--- src/rtl/seq_shift_unit.sv ---
// Multi-cycle shifter for sll/srl/sra/rotr: moves the work register one bit per clock
// and raises done for a single cycle once the requested amount has been applied.
module seq_shift_unit #(
    parameter int WIDTH   = 32,
    parameter int SHAMT_W = 5
) (
    input  logic               clk,
    input  logic               reset,
    input  logic               start,
    input  logic [1:0]         op,
    input  logic [WIDTH-1:0]   operand,
    input  logic [SHAMT_W-1:0] shamt,
    output logic               busy,
    output logic               done,
    output logic [WIDTH-1:0]   result
);

    typedef enum logic [1:0] {
        S_IDLE  = 2'b00,
        S_SHIFT = 2'b01,
        S_DONE  = 2'b10
    } state_t;

    typedef enum logic [1:0] {
        OP_SLL  = 2'b00,
        OP_SRL  = 2'b01,
        OP_SRA  = 2'b10,
        OP_ROTR = 2'b11
    } op_t;

    state_t             r_state;
    op_t                r_op;
    logic [WIDTH-1:0]   r_work;
    logic [SHAMT_W-1:0] r_cnt;
    logic               r_busy;
    logic               r_done;
    logic [WIDTH-1:0]   w_shifted;

    always_comb begin
        // NOTE: assign a default before the case so no path leaves w_shifted unassigned (no latch).
        w_shifted = r_work;
        case (r_op)
            OP_SLL:  w_shifted = {r_work[WIDTH-2:0], 1'b0};
            OP_SRL:  w_shifted = {1'b0, r_work[WIDTH-1:1]};
            OP_SRA:  w_shifted = {r_work[WIDTH-1], r_work[WIDTH-1:1]};
            OP_ROTR: w_shifted = {r_work[0], r_work[WIDTH-1:1]};
            default: w_shifted = r_work;
        endcase
    end

    // NOTE: state is updated with non-blocking assignments so every register sees pre-edge values.
    always_ff @(posedge clk) begin
        if (reset) begin
            r_state <= S_IDLE;
            r_op    <= OP_SLL;
            r_work  <= '0;
            r_cnt   <= '0;
            r_busy  <= 1'b0;
            r_done  <= 1'b0;
        end else begin
            case (r_state)
                S_IDLE, S_DONE: begin
                    r_done <= 1'b0;
                    r_busy <= 1'b0;
                    r_state <= S_IDLE;
                    // A start in the done cycle is taken just like one in idle.
                    if (start) begin
                        r_work <= operand;
                        r_cnt  <= shamt;
                        r_op   <= op_t'(op);
                        if (shamt == '0) begin
                            r_state <= S_DONE;
                            r_done  <= 1'b1;
                        end else begin
                            r_state <= S_SHIFT;
                            r_busy  <= 1'b1;
                        end
                    end
                end
                S_SHIFT: begin
                    r_work <= w_shifted;
                    r_cnt  <= r_cnt - SHAMT_W'(1);
                    if (r_cnt == SHAMT_W'(1)) begin
                        r_state <= S_DONE;
                        r_busy  <= 1'b0;
                        r_done  <= 1'b1;
                    end
                end
                default: begin
                    r_state <= S_IDLE;
                    r_busy  <= 1'b0;
                    r_done  <= 1'b0;
                end
            endcase
        end
    end

    assign busy   = r_busy;
    assign done   = r_done;
    assign result = r_work;

endmodule

--- config.mk ---
export PLATFORM = sky130hd
export DESIGN_NAME = seq_shift_unit
export DESIGN_NICKNAME = d
export VERILOG_FILES = /design/src/rtl/seq_shift_unit.sv
export SDC_FILE = /design/constraint.sdc
export NUM_CORES = 1
export LEC_CHECK = 0
export ABC_AREA = 0
export BUFFER_PORTS_ARGS = -buffer_cell sky130_fd_sc_hd__buf_2
export CORE_ASPECT_RATIO = 0.7
export CORE_MARGIN = 8
export CORE_UTILIZATION = 54
export DETAILED_ROUTE_END_ITERATION = 16
export GPL_TIMING_DRIVEN = 0
export PLACE_DENSITY = 0.85
export SLEW_MARGIN = 20
export SYNTH_ARGS = -nofsm -noshare
export SYNTH_HDL_FRONTEND = slang
export SYNTH_SLANG_ARGS = --single-unit
--- constraint.sdc ---
create_clock -name clk -period 2.3 [get_ports clk]
set_input_delay 0 -clock clk [delete_from_list [all_inputs] [get_ports clk]]
set_output_delay 0 -clock clk [all_outputs]
set_load 0.05 [all_outputs]
==> summary.md, run 1 <==
| Metric | Value |
|---|---|
| H-Tree Level Count | `2` |
| Area contributors post-synth | `dfxtp_1, nand2_1, a311oi_1, a211oi_1, nor2b_1` |
| Synth warn | `0` |
| Final min period | `1.57 ns` |
| Placed cell area | `0.00264 mm^2` |
| Placed Cells | `403` |
| Vias post-DR | `2508` |
| Detailed Route Iter0 Violations | `~190` |
| ANT nets after route | `0` |
| Row cnt | `19` |
| Cell area after layout | `roughly 0.0030 mm^2` |
| Final hold slack | `0.00626 ns` |
| Yosys top cell area share | `37.3%` |
| Pre-CTS WS | `0.804 ns` |
| Main synth FF type | `dfxtp_1` |
| Crit path largest cell delay | `roughly 0.42 ns` |
| Fill cells | `293` |
| Die Area | `0.00641 mm^2` |
| Routed len/inst | `about 15 um` |
| Ys async rst share | `0%` |
| RSZ-0062 raised after global routing | `false` |
| Clk slew on worst S/H paths | `0.07 ns` |
| Area grow syn2layout | `38.0%` |
| TNS Setup | `0 ns` |
| Clock sinks | `between 40 and 50` |
| Hold crit path type | `in -> reg` |
| I/O pin total | `76` |
| Max Clk Rate | `0.636 GHz` |
| Sequence of cells on the critical path | `nand2b_1, buf_2, buf_1, a311oi_1` |
| Number of global-route vias before repair | `2399` |
| Gr usage total | `between 20% and 30%` |
| Core area | `0.00392 mm^2` |
| PortBufs | `74` |
| Antenna violations before repair | `0` |
| #FFs+latches synth | `41` |
| VDD IR max | `0.435 mV` |
| Slew at the pin closest to its max-slew limit | `around 0.49 ns` |
| Die Width | `92.3 um` |
| Gp weighted congestion | `0.881` |
| Non-Filler Instances | `between 400 and 500` |
| Clock Path Buffers | `2` |
| Total power | `2.07 mW` |
| Reg2reg setup slack | `around 0.73 ns` |
| Post-Syn Instances | `approximately 280` |
| CTS tree | `done` |
| Skew-Pair Late Insertion Delay | `around 0.28 ns` |
| Post-synth EDFFs | `0` |
| CTS buffer count | `5` |
| First-pass GRT wire length | `11.3 mm` |
| Crit. End Element | `register` |
| Register area share after synthesis | `37.3%` |
| Worst EP arrival | `1.71 ns` |
| Worst EP required | `roughly 2.4 ns` |
| Fin util | `77.4%` |
| Final hold viol count | `0` |
| NumNets Final | `434` |
| Share of layout cells above drive strength 1 | `25.1%` |
| Final Routed Wirelength | `slightly below 7 mm` |
| Maxcap violations | `0` |
| Synth Net Count | `321` |
| Largest net degree at the start of global routing | `12` |
| Status | `complete, no violations` |
| Final setup skew | `~0.0028 ns` |
| Setup ws final | `around 0.73 ns` |
| Residual DRC | `0` |
| First-pass DRT Iterations | `4` |
| Antenna cell count | `0` |
| Crit start category | `register` |
| Pwr Density | `683 mW/mm^2` |
| Distinct cell type count after synthesis | `29` |
| Final HPWL DP | `roughly 4.8 mm` |
| Final period util | `roughly two thirds` |
| Syn avg cell area | `7.95 um^2` |
| Setup violators final | `0` |
| Max stage delay cell, worst path | `buf_1` |
| Leak Pwr | `1.28 nW` |
| Crit-path max FO | `10` |
| Slew Limit Fails | `0` |
| Crit Path Category | `reg -> reg` |
| Initial Utilization | `between 50% and 60%` |
| Root buffer cell | `clkbuf_8` |
| Overflow after GRT | `0` |
| Post-synth top area cell | `dfxtp_1` |
| Die H | `69.4 um` |
| Cell area after synthesis | `about 0.0022 mm^2` |
| Vias per cell | `5.66` |
| Slew HR | `67.2%` |
[synth_stat cells, types with 4 or more instances]
master    instances
nor2b_1          27
clkbuf_1          8
a311oi_1         30
a21oi_1           7
buf_4             4
nor2_1           12
buf_2            11
a211oi_1         30
dfxtp_1          41
and2b_1           5
nand2_1          71
[routing by layer]
metal / global-route usage (%) / part of all wire (%) / wire [um]
met5: 0 / 0 / 0
met2: 30.5 / 43 / 2940
met4: 6.94 / 1.5 / 104
met3: 7.57 / 9.6 / 658
met1: 27.4 / 46 / 3130
[what timing repair did]
item | CTS | global route
hold endpoints to repair | 32 | 0
buffers inserted | 0 | 0
hold buffers | 32 | 0
gates resized for setup | 0 | 0
endpoints found under the setup margin | 0 | 0
[final timing paths]
kind,depth (start not counted),start,endpoint
worst max-delay path,4,done,result[8]
worst max register to register,4,done,result[8]
worst min register to register,2,result[31],result[31]
worst min-delay path,3,operand[1],result[1]
[registers in the layout, summed over array words and instances, names as in the netlist]
register	cells
r_op	2
done	1
r_cnt	5
result	32
r_state	1
[worst max-delay path, delay by kind of cell (launching register included)]
| family | cells | cell delay, ns |
|---|---|---|
| compound gates | 1 | 0.17 |
| buf+inv | 2 | 0.68 |
| flops | 1 | 0.35 |
| simple gates | 1 | 0.22 |
[cell type report]
type / count / area [um^2] / share of cell area (%)
Multi-Input combinational cell: 206 / 1220 / 40.3
Sequential cell: 41 / 821 / 27.0
Timing Repair Buffer: 106 / 691 / 22.7
Buffer: 28 / 149 / 4.90
Clock buffer: 8 / 80.1 / 2.64
Tap cell: 52 / 65.1 / 2.14
Inverter: 2 / 7.51 / 0.247
[cell families (layout without fill, tap and decap cells)]
kind of cell               count (synthesis)  in the layout  share of synthesized area, %
AOI/OAI and AO/OA                         79             79                          27.8
adders and majority gates                  2              2                          1.14
buffers and inverters                     30            144                          7.11
DFF                                       41             41                          37.3
muxes                                      1              1                         0.512
and+or+nand+nor                          124            124                          26.2
[cells in the final DEF, fill, tap and decap left out, types with 7 or more instances in the layout]
| master | instances |
|---|---|
| a21oi_1 | 7 |
| nor2b_1 | 27 |
| a211oi_1 | 30 |
| dfxtp_1 | 41 |
| nand2_1 | 71 |
| dlygate4sd3_1 | 32 |
| a311oi_1 | 30 |
| buf_2 | 85 |
| clkbuf_1 | 11 |
| nor2_1 | 12 |
[report_power, final]
part,switching [mW],total [mW],internal [mW]
registers,0.0812,0.871,0.790
logic,0.499,0.755,0.256
clock network,0.232,0.448,0.216
Power figures use the tool's default switching activity.
==> run 2: changes to the inputs <==
--- a/config.mk
+++ b/config.mk
@@ -9,10 +9,10 @@
 export BUFFER_PORTS_ARGS = -buffer_cell sky130_fd_sc_hd__buf_2
 export CORE_ASPECT_RATIO = 0.7
 export CORE_MARGIN = 8
-export CORE_UTILIZATION = 54
+export CORE_UTILIZATION = 45
 export DETAILED_ROUTE_END_ITERATION = 16
 export GPL_TIMING_DRIVEN = 0
-export PLACE_DENSITY = 0.85
+export PLACE_DENSITY = 0.76
 export SLEW_MARGIN = 20
 export SYNTH_ARGS = -nofsm -noshare
 export SYNTH_HDL_FRONTEND = slang
==> constraint.sdc (replaced) <==
create_clock -name clk -period 1.3 [get_ports clk]
set_input_delay 0 -clock clk [delete_from_list [all_inputs] [get_ports clk]]
set_output_delay 0 -clock clk [all_outputs]
set_load 0.05 [all_outputs]
==> summary.md, run 2 (same netlist as run 1, synthesis figures left out) <==
| Metric | Value |
|---|---|
| Largest net degree at the start of global routing | `13 (was 12)` |
| Setup ws final | `-0.00165 ns (was 0.728 ns)` |
| Crit path largest cell delay | `0.35 ns (was 0.42 ns)` |
| Detailed Route Iter0 Violations | `121 (was 193)` |
| Crit Path Category | `reg -> reg (unchanged)` |
| Vias post-DR | `2530 (was 2508)` |
| First-pass GRT wire length | `11.6 mm (was 11.3 mm)` |
| Vias per cell | `5.38 (was 5.66)` |
| Clock Path Buffers | `2 (unchanged)` |
| NumNets Final | `444 (was 434)` |
| CTS buffer count | `5 (unchanged)` |
| I/O pin total | `76 (unchanged)` |
| Pre-CTS WS | `-0.0748 ns (was 0.804 ns)` |
| Core area | `0.00476 mm^2 (was 0.00392 mm^2)` |
| Skew-Pair Late Insertion Delay | `0.30 ns (was 0.28 ns)` |
| Placed Cells | `420 (was 403)` |
| Setup violators final | `1 (was 0)` |
| CTS tree | `done (unchanged)` |
| PortBufs | `74 (unchanged)` |
| Area grow syn2layout | `51.6% (was 38.0%)` |
| Maxcap violations | `0 (unchanged)` |
| Crit-path max FO | `5 (was 10)` |
| Worst EP arrival | `1.47 ns (was 1.71 ns)` |
| First-pass DRT Iterations | `4 (unchanged)` |
| RSZ-0062 raised after global routing | `true (was false)` |
| Number of global-route vias before repair | `2432 (was 2399)` |
| Slew HR | `60.9% (was 67.2%)` |
| Final HPWL DP | `5.03 mm (was 4.76 mm)` |
| Gp weighted congestion | `0.856 (was 0.881)` |
| Gr usage total | `19.4% (was 20.9%)` |
| Cell area after layout | `0.00334 mm^2 (was 0.00304 mm^2)` |
| Antenna violations before repair | `0 (unchanged)` |
| ANT nets after route | `0 (unchanged)` |
| Die Area | `0.00742 mm^2 (was 0.00641 mm^2)` |
| Routed len/inst | `15.8 um (was 15.4 um)` |
| Worst EP required | `1.47 ns (was 2.43 ns)` |
| Status | `finished, violations left (was complete, no violations)` |
| Largest register FFs | `32 (unchanged)` |
| Pwr Density | `1160 mW/mm^2 (was 683 mW/mm^2)` |
| Residual DRC | `0 (unchanged)` |
| Final hold viol count | `0 (unchanged)` |
| Max stage delay cell, worst path | `dfxtp_2 (was buf_1)` |
| H-Tree Level Count | `2 (unchanged)` |
| Final setup skew | `0.00752 ns (was 0.00282 ns)` |
| Non-Filler Instances | `470 (was 443)` |
| Hold crit path type | `in -> reg (unchanged)` |
| Share of layout cells above drive strength 1 | `34.4% (was 25.1%)` |
| Initial Utilization | `46.3% (was 56.1%)` |
| Slew Limit Fails | `0 (unchanged)` |
| Commonest cells after routing, fill and taps aside | `buf_2, nand2_1, dlygate4sd3_1, dfxtp_1, nor2b_1 (was buf_2, nand2_1, dfxtp_1, dlygate4sd3_1)` |
| Final min period | `1.30 ns (was 1.57 ns)` |
| Commonest non-fill, non-tap cell in the layout | `buf_2 (unchanged)` |
| Row cnt | `21 (was 19)` |
| Overflow after GRT | `0 (unchanged)` |
| VDD IR max | `0.784 mV (was 0.435 mV)` |
| Crit. End Element | `register (unchanged)` |
| Placed cell area | `0.00267 mm^2 (was 0.00264 mm^2)` |
| Die H | `74.5 um (was 69.4 um)` |
| TNS Setup | `-0.00165 ns (was 0 ns)` |
| Final Routed Wirelength | `7.44 mm (was 6.83 mm)` |
| Die Width | `99.6 um (was 92.3 um)` |
| Max Clk Rate | `0.768 GHz (was 0.636 GHz)` |
| Sequence of cells on the critical path | `nor2_4, buf_4, and2b_1, a211oi_1, a311oi_1 (was nand2b_1, buf_2, buf_1, a311oi_1)` |
| Clock sinks | `41 (unchanged)` |
| Slew at the pin closest to its max-slew limit | `0.586 ns (was 0.492 ns)` |
| Final period util | `100% (was 68.3%)` |
| Antenna cell count | `0 (unchanged)` |
| Leak Pwr | `1.39 nW (was 1.28 nW)` |
| Root buffer cell | `clkbuf_8 (unchanged)` |
| Crit start category | `register (unchanged)` |
| Failing checks | `setup timing` |
| Clk slew on worst S/H paths | `0.08 ns (was 0.07 ns)` |
run 2: path summary, 6_finish.rpt:
check        startpoint         end  slack [ns]  cells after the start
min            shamt[2]    r_cnt[2]        0.03                      3
max reg2reg     r_op[0]   result[1]      -0.002                      5
max             r_op[0]   result[1]      -0.002                      5
min reg2reg  result[31]  result[31]        0.48                      2
run 2: what timing repair did:
action,4_1_cts,5_1_grt
endpoints found under the hold margin,36,0
resized for setup,7,50
buffers inserted,4,0
pin swaps,3,14
gates cloned,0,2
setup endpoints to repair,32,39
hold buffers,36,0
run 2: power by group:
part           total, mW  switching [mW]  internal [mW]  leakage, nW
logic               1.49           0.943          0.550         1.00
registers           1.55           0.154           1.40        0.341
clock network      0.837           0.464          0.373       0.0450
run 2: final cells by class:
| cell class | count | area, um^2 |
|---|---|---|
| Buffer | 28 | 220 |
| Clock buffer | 6 | 72.6 |
| Clock inverter | 2 | 10.0 |
| Fill cell | 370 | 1420 |
| Inverter | 2 | 7.51 |
| Multi-Input combinational cell | 206 | 1340 |
| Sequential cell | 41 | 830 |
| Tap cell | 69 | 86.3 |
| Timing Repair Buffer | 116 | 771 |
run 2: per-stage QoR:
stage	total power, mW	hold WS (ns)	util, %
4_1_cts	3.77	0.00689	66.5
2_1_floorplan	2.48	0.136	-
3_5_place_dp	2.83	0.246	56.1
3_3_place_gp	2.81	0.245	56.1
5_1_grt	4.05	0.0476	70.2
6_report	3.88	0.0301	70.2
run 2: routing by layer:
layer	wire length, um	part of all wire [%]	GRT usage (%)	vias up
met4	128	1.7	6.84	0
met3	467	6.3	4.02	13
li1	-	-	-	1251
met2	3400	46	31.3	94
met5	0	0	0	-
met1	3440	46	25.1	1172
run 2: worst max-delay path: cells and delay by family, from the launching register on:
| kind | cells | cell delay [ns] |
|---|---|---|
| compound gates | 2 | 0.29 |
| flops | 1 | 0.35 |
| buf+inv | 1 | 0.17 |
| simple gates | 2 | 0.36 |
==> run 3: changes to the inputs <==
--- a/config.mk
+++ b/config.mk
@@ -7,12 +7,14 @@
 export LEC_CHECK = 0
 export ABC_AREA = 0
 export BUFFER_PORTS_ARGS = -buffer_cell sky130_fd_sc_hd__buf_2
+export CELL_PAD_IN_SITES_DETAIL_PLACEMENT = 1
+export CELL_PAD_IN_SITES_GLOBAL_PLACEMENT = 1
 export CORE_ASPECT_RATIO = 0.7
 export CORE_MARGIN = 8
-export CORE_UTILIZATION = 45
+export CORE_UTILIZATION = 32
 export DETAILED_ROUTE_END_ITERATION = 16
 export GPL_TIMING_DRIVEN = 0
-export PLACE_DENSITY = 0.76
+export PLACE_DENSITY_LB_ADDON = 0.1
 export SLEW_MARGIN = 20
 export SYNTH_ARGS = -nofsm -noshare
 export SYNTH_HDL_FRONTEND = slang
==> summary.md, run 3 (same netlist as run 1, synthesis figures left out) <==
| Metric | Value |
|---|---|
| Status | `finished, violations left (unchanged)` |
| Failing checks | `setup timing (unchanged)` |
| Gp weighted congestion | `0.743 (was 0.856)` |
| Fill cells | `799 (was 370)` |
| Worst EP arrival | `1.48 ns (was 1.47 ns)` |
| Largest register FFs | `32 (unchanged)` |
| Final Routed Wirelength | `9.16 mm (was 7.44 mm)` |
| CTS buffer count | `5 (unchanged)` |
| Overflow after GRT | `0 (unchanged)` |
| RSZ-0062 raised after global routing | `true (unchanged)` |
| First-pass GRT wire length | `13.4 mm (was 11.6 mm)` |
| Crit. End Element | `register (unchanged)` |
| Setup ws final | `-0.0322 ns (was -0.00165 ns)` |
| Crit start category | `register (unchanged)` |
| Commonest cells after routing, fill and taps aside | `buf_2, nand2_1, dfxtp_1, dlygate4sd3_1, a211oi_2 (was buf_2, nand2_1, dlygate4sd3_1, dfxtp_1, nor2b_1)` |
| Reg2reg end | `result[4] (was result[1])` |
| Slew at the pin closest to its max-slew limit | `0.639 ns (was 0.586 ns)` |
| Final hold viol count | `0 (unchanged)` |
| Placed Cells | `445 (was 420)` |
| Final period util | `102% (was 100%)` |
| Worst hold path stage count | `3 (unchanged)` |
| Slew HR | `57.4% (was 60.9%)` |
| Pwr Density | `1170 mW/mm^2 (was 1160 mW/mm^2)` |
| Reg2Reg Depth | `6 (was 5)` |
| Die H | `85.4 um (was 74.5 um)` |
| PortBufs | `74 (unchanged)` |
| Clk slew on worst S/H paths | `0.08 ns (about the same)` |
| Vias post-DR | `2580 (was 2530)` |
| H-Tree Level Count | `2 (unchanged)` |
| Worst hold start | `operand[29] (was shamt[2])` |
| Fin util | `57.2% (was 70.2%)` |
| Hold endpoint | `result[29] (was r_cnt[2])` |
| Cell area after layout | `0.00383 mm^2 (was 0.00334 mm^2)` |
| Root buffer cell | `clkbuf_8 (unchanged)` |
| ANT nets after route | `0 (unchanged)` |
| Initial Utilization | `32.9% (was 46.3%)` |
| Row cnt | `25 (was 21)` |
| Gr usage total | `16.8% (was 19.4%)` |
| Routed len/inst | `18.4 um (was 15.8 um)` |
| Maxcap violations | `0 (unchanged)` |
| Final HPWL DP | `5.67 mm (was 5.03 mm)` |
| Clock Path Buffers | `2 (unchanged)` |
| Slew Limit Fails | `0 (unchanged)` |
| Reg2reg setup slack | `-0.03 ns (was -0.002 ns)` |
| Hold crit path type | `in -> reg (unchanged)` |
| Residual DRC | `0 (unchanged)` |
| Worst r2r src | `r_op[0] (unchanged)` |
| NumNets Final | `446 (was 444)` |
| I/O pin total | `76 (unchanged)` |
| Share of layout cells above drive strength 1 | `45.4% (was 34.4%)` |
| Clock sinks | `41 (unchanged)` |
| Non-Filler Instances | `497 (was 470)` |
| VDD IR max | `0.504 mV (was 0.784 mV)` |
| Core area | `0.00669 mm^2 (was 0.00476 mm^2)` |
| Final setup skew | `0.00747 ns (was 0.00752 ns)` |
| Final min period | `1.33 ns (was 1.30 ns)` |
| Vias per cell | `5.19 (was 5.38)` |
| Leak Pwr | `1.53 nW (was 1.39 nW)` |
| Number of global-route vias before repair | `2620 (was 2432)` |
| CTS tree | `done (unchanged)` |
| Skew-Pair Late Insertion Delay | `0.29 ns (was 0.30 ns)` |
| First-pass DRT Iterations | `4 (unchanged)` |
| Commonest non-fill, non-tap cell in the layout | `buf_2 (unchanged)` |
| Area grow syn2layout | `73.9% (was 51.6%)` |
| Max Clk Rate | `0.751 GHz (was 0.768 GHz)` |
| Worst EP required | `1.45 ns (was 1.47 ns)` |
| Placed cell area | `0.00270 mm^2 (was 0.00267 mm^2)` |
| Antenna cell count | `0 (unchanged)` |
| Crit-path max FO | `6 (was 5)` |
| Detailed Route Iter0 Violations | `75 (was 121)` |
| Die Width | `115 um (was 99.6 um)` |
| Setup violators final | `4 (was 1)` |
| Pre-CTS WS | `-0.123 ns (was -0.0748 ns)` |
| Antenna violations before repair | `0 (unchanged)` |
| Largest net degree at the start of global routing | `13 (unchanged)` |
| Crit Path Category | `reg -> reg (unchanged)` |
| Die Area | `0.00983 mm^2 (was 0.00742 mm^2)` |
-- run 3: critical path, cell delays in order (launching register included) --
cell and delay, ns:
dfxtp_4 0.38, nor2_4 0.05, buf_12 0.13, clkbuf_16 0.16, clkbuf_16 0.15, a211oi_2 0.26
a311oi_2 0.06
-- run 3: timing repair --
action | in CTS | in global routing
endpoints found under the hold margin | 32 | 1
pin swaps | 4 | 48
hold buffers | 32 | 1
resized for setup | 32 | 98
setup endpoints to repair | 39 | 39
gates cloned | 0 | 4
setup buffers | 5 | 2
-- run 3: routing by layer --
layer  vias to the layer above  GRT usage [%]  wire [um]
li1                       1249              -          -
met1                      1276           23.0       4340
met2                        51           25.6       4400
met3                         4           4.32        350
met4                         0           3.68         57
met5                         -              0          0
-- run 3: area by class of cell --
| cell class | instances | area, um^2 | share of cell area (%) |
|---|---|---|---|
| buffer | 28 | 288 | 7.52 |
| clock buffer | 7 | 86.3 | 2.26 |
| clock inverter | 1 | 30.0 | 0.785 |
| inverter | 2 | 7.51 | 0.196 |
| multi-input combinational | 206 | 1580 | 41.2 |
| sequential | 41 | 833 | 21.8 |
| tap | 94 | 118 | 3.07 |
| timing repair buffer | 118 | 890 | 23.2 |
-- run 3: worst max-delay path by stage --
stage | cells after the start | endpoint | start | slack [ns]
after CTS | 5 | result[14] | r_state[0] | -0.02
after global placement | 4 | result[21] | done | -0.07
after detailed placement | 4 | result[23] | done | -0.12
after global routing | 7 | result[27] | r_op[0] | -0.08
after floorplan | 6 | r_cnt[0] | r_state[0] | -0.05
final | 6 | result[4] | r_op[0] | -0.03
-- run 3: per-stage QoR --
| stage | TNS (ns) | power, mW | hold WS, ns |
|---|---|---|---|
| 2_1_floorplan | -0.424 | 2.48 | 0.136 |
| 3_3_place_gp | -2.01 | 2.84 | 0.256 |
| 3_5_place_dp | -2.88 | 2.86 | 0.255 |
| 4_1_cts | -0.0414 | 4.11 | 0.00202 |
| 5_1_grt | -1.02 | 4.68 | 0.0195 |
| 6_report | -0.0755 | 4.47 | 0.0171 |
-- run 3: power breakdown --
group	internal (mW)	switching [mW]	total [mW]	leakage (nW)
Combinational	0.730	1.07	1.80	1.13
Sequential	1.40	0.180	1.58	0.341
Clock	0.627	0.467	1.09	0.0585
Total	2.75	1.72	4.47	1.53
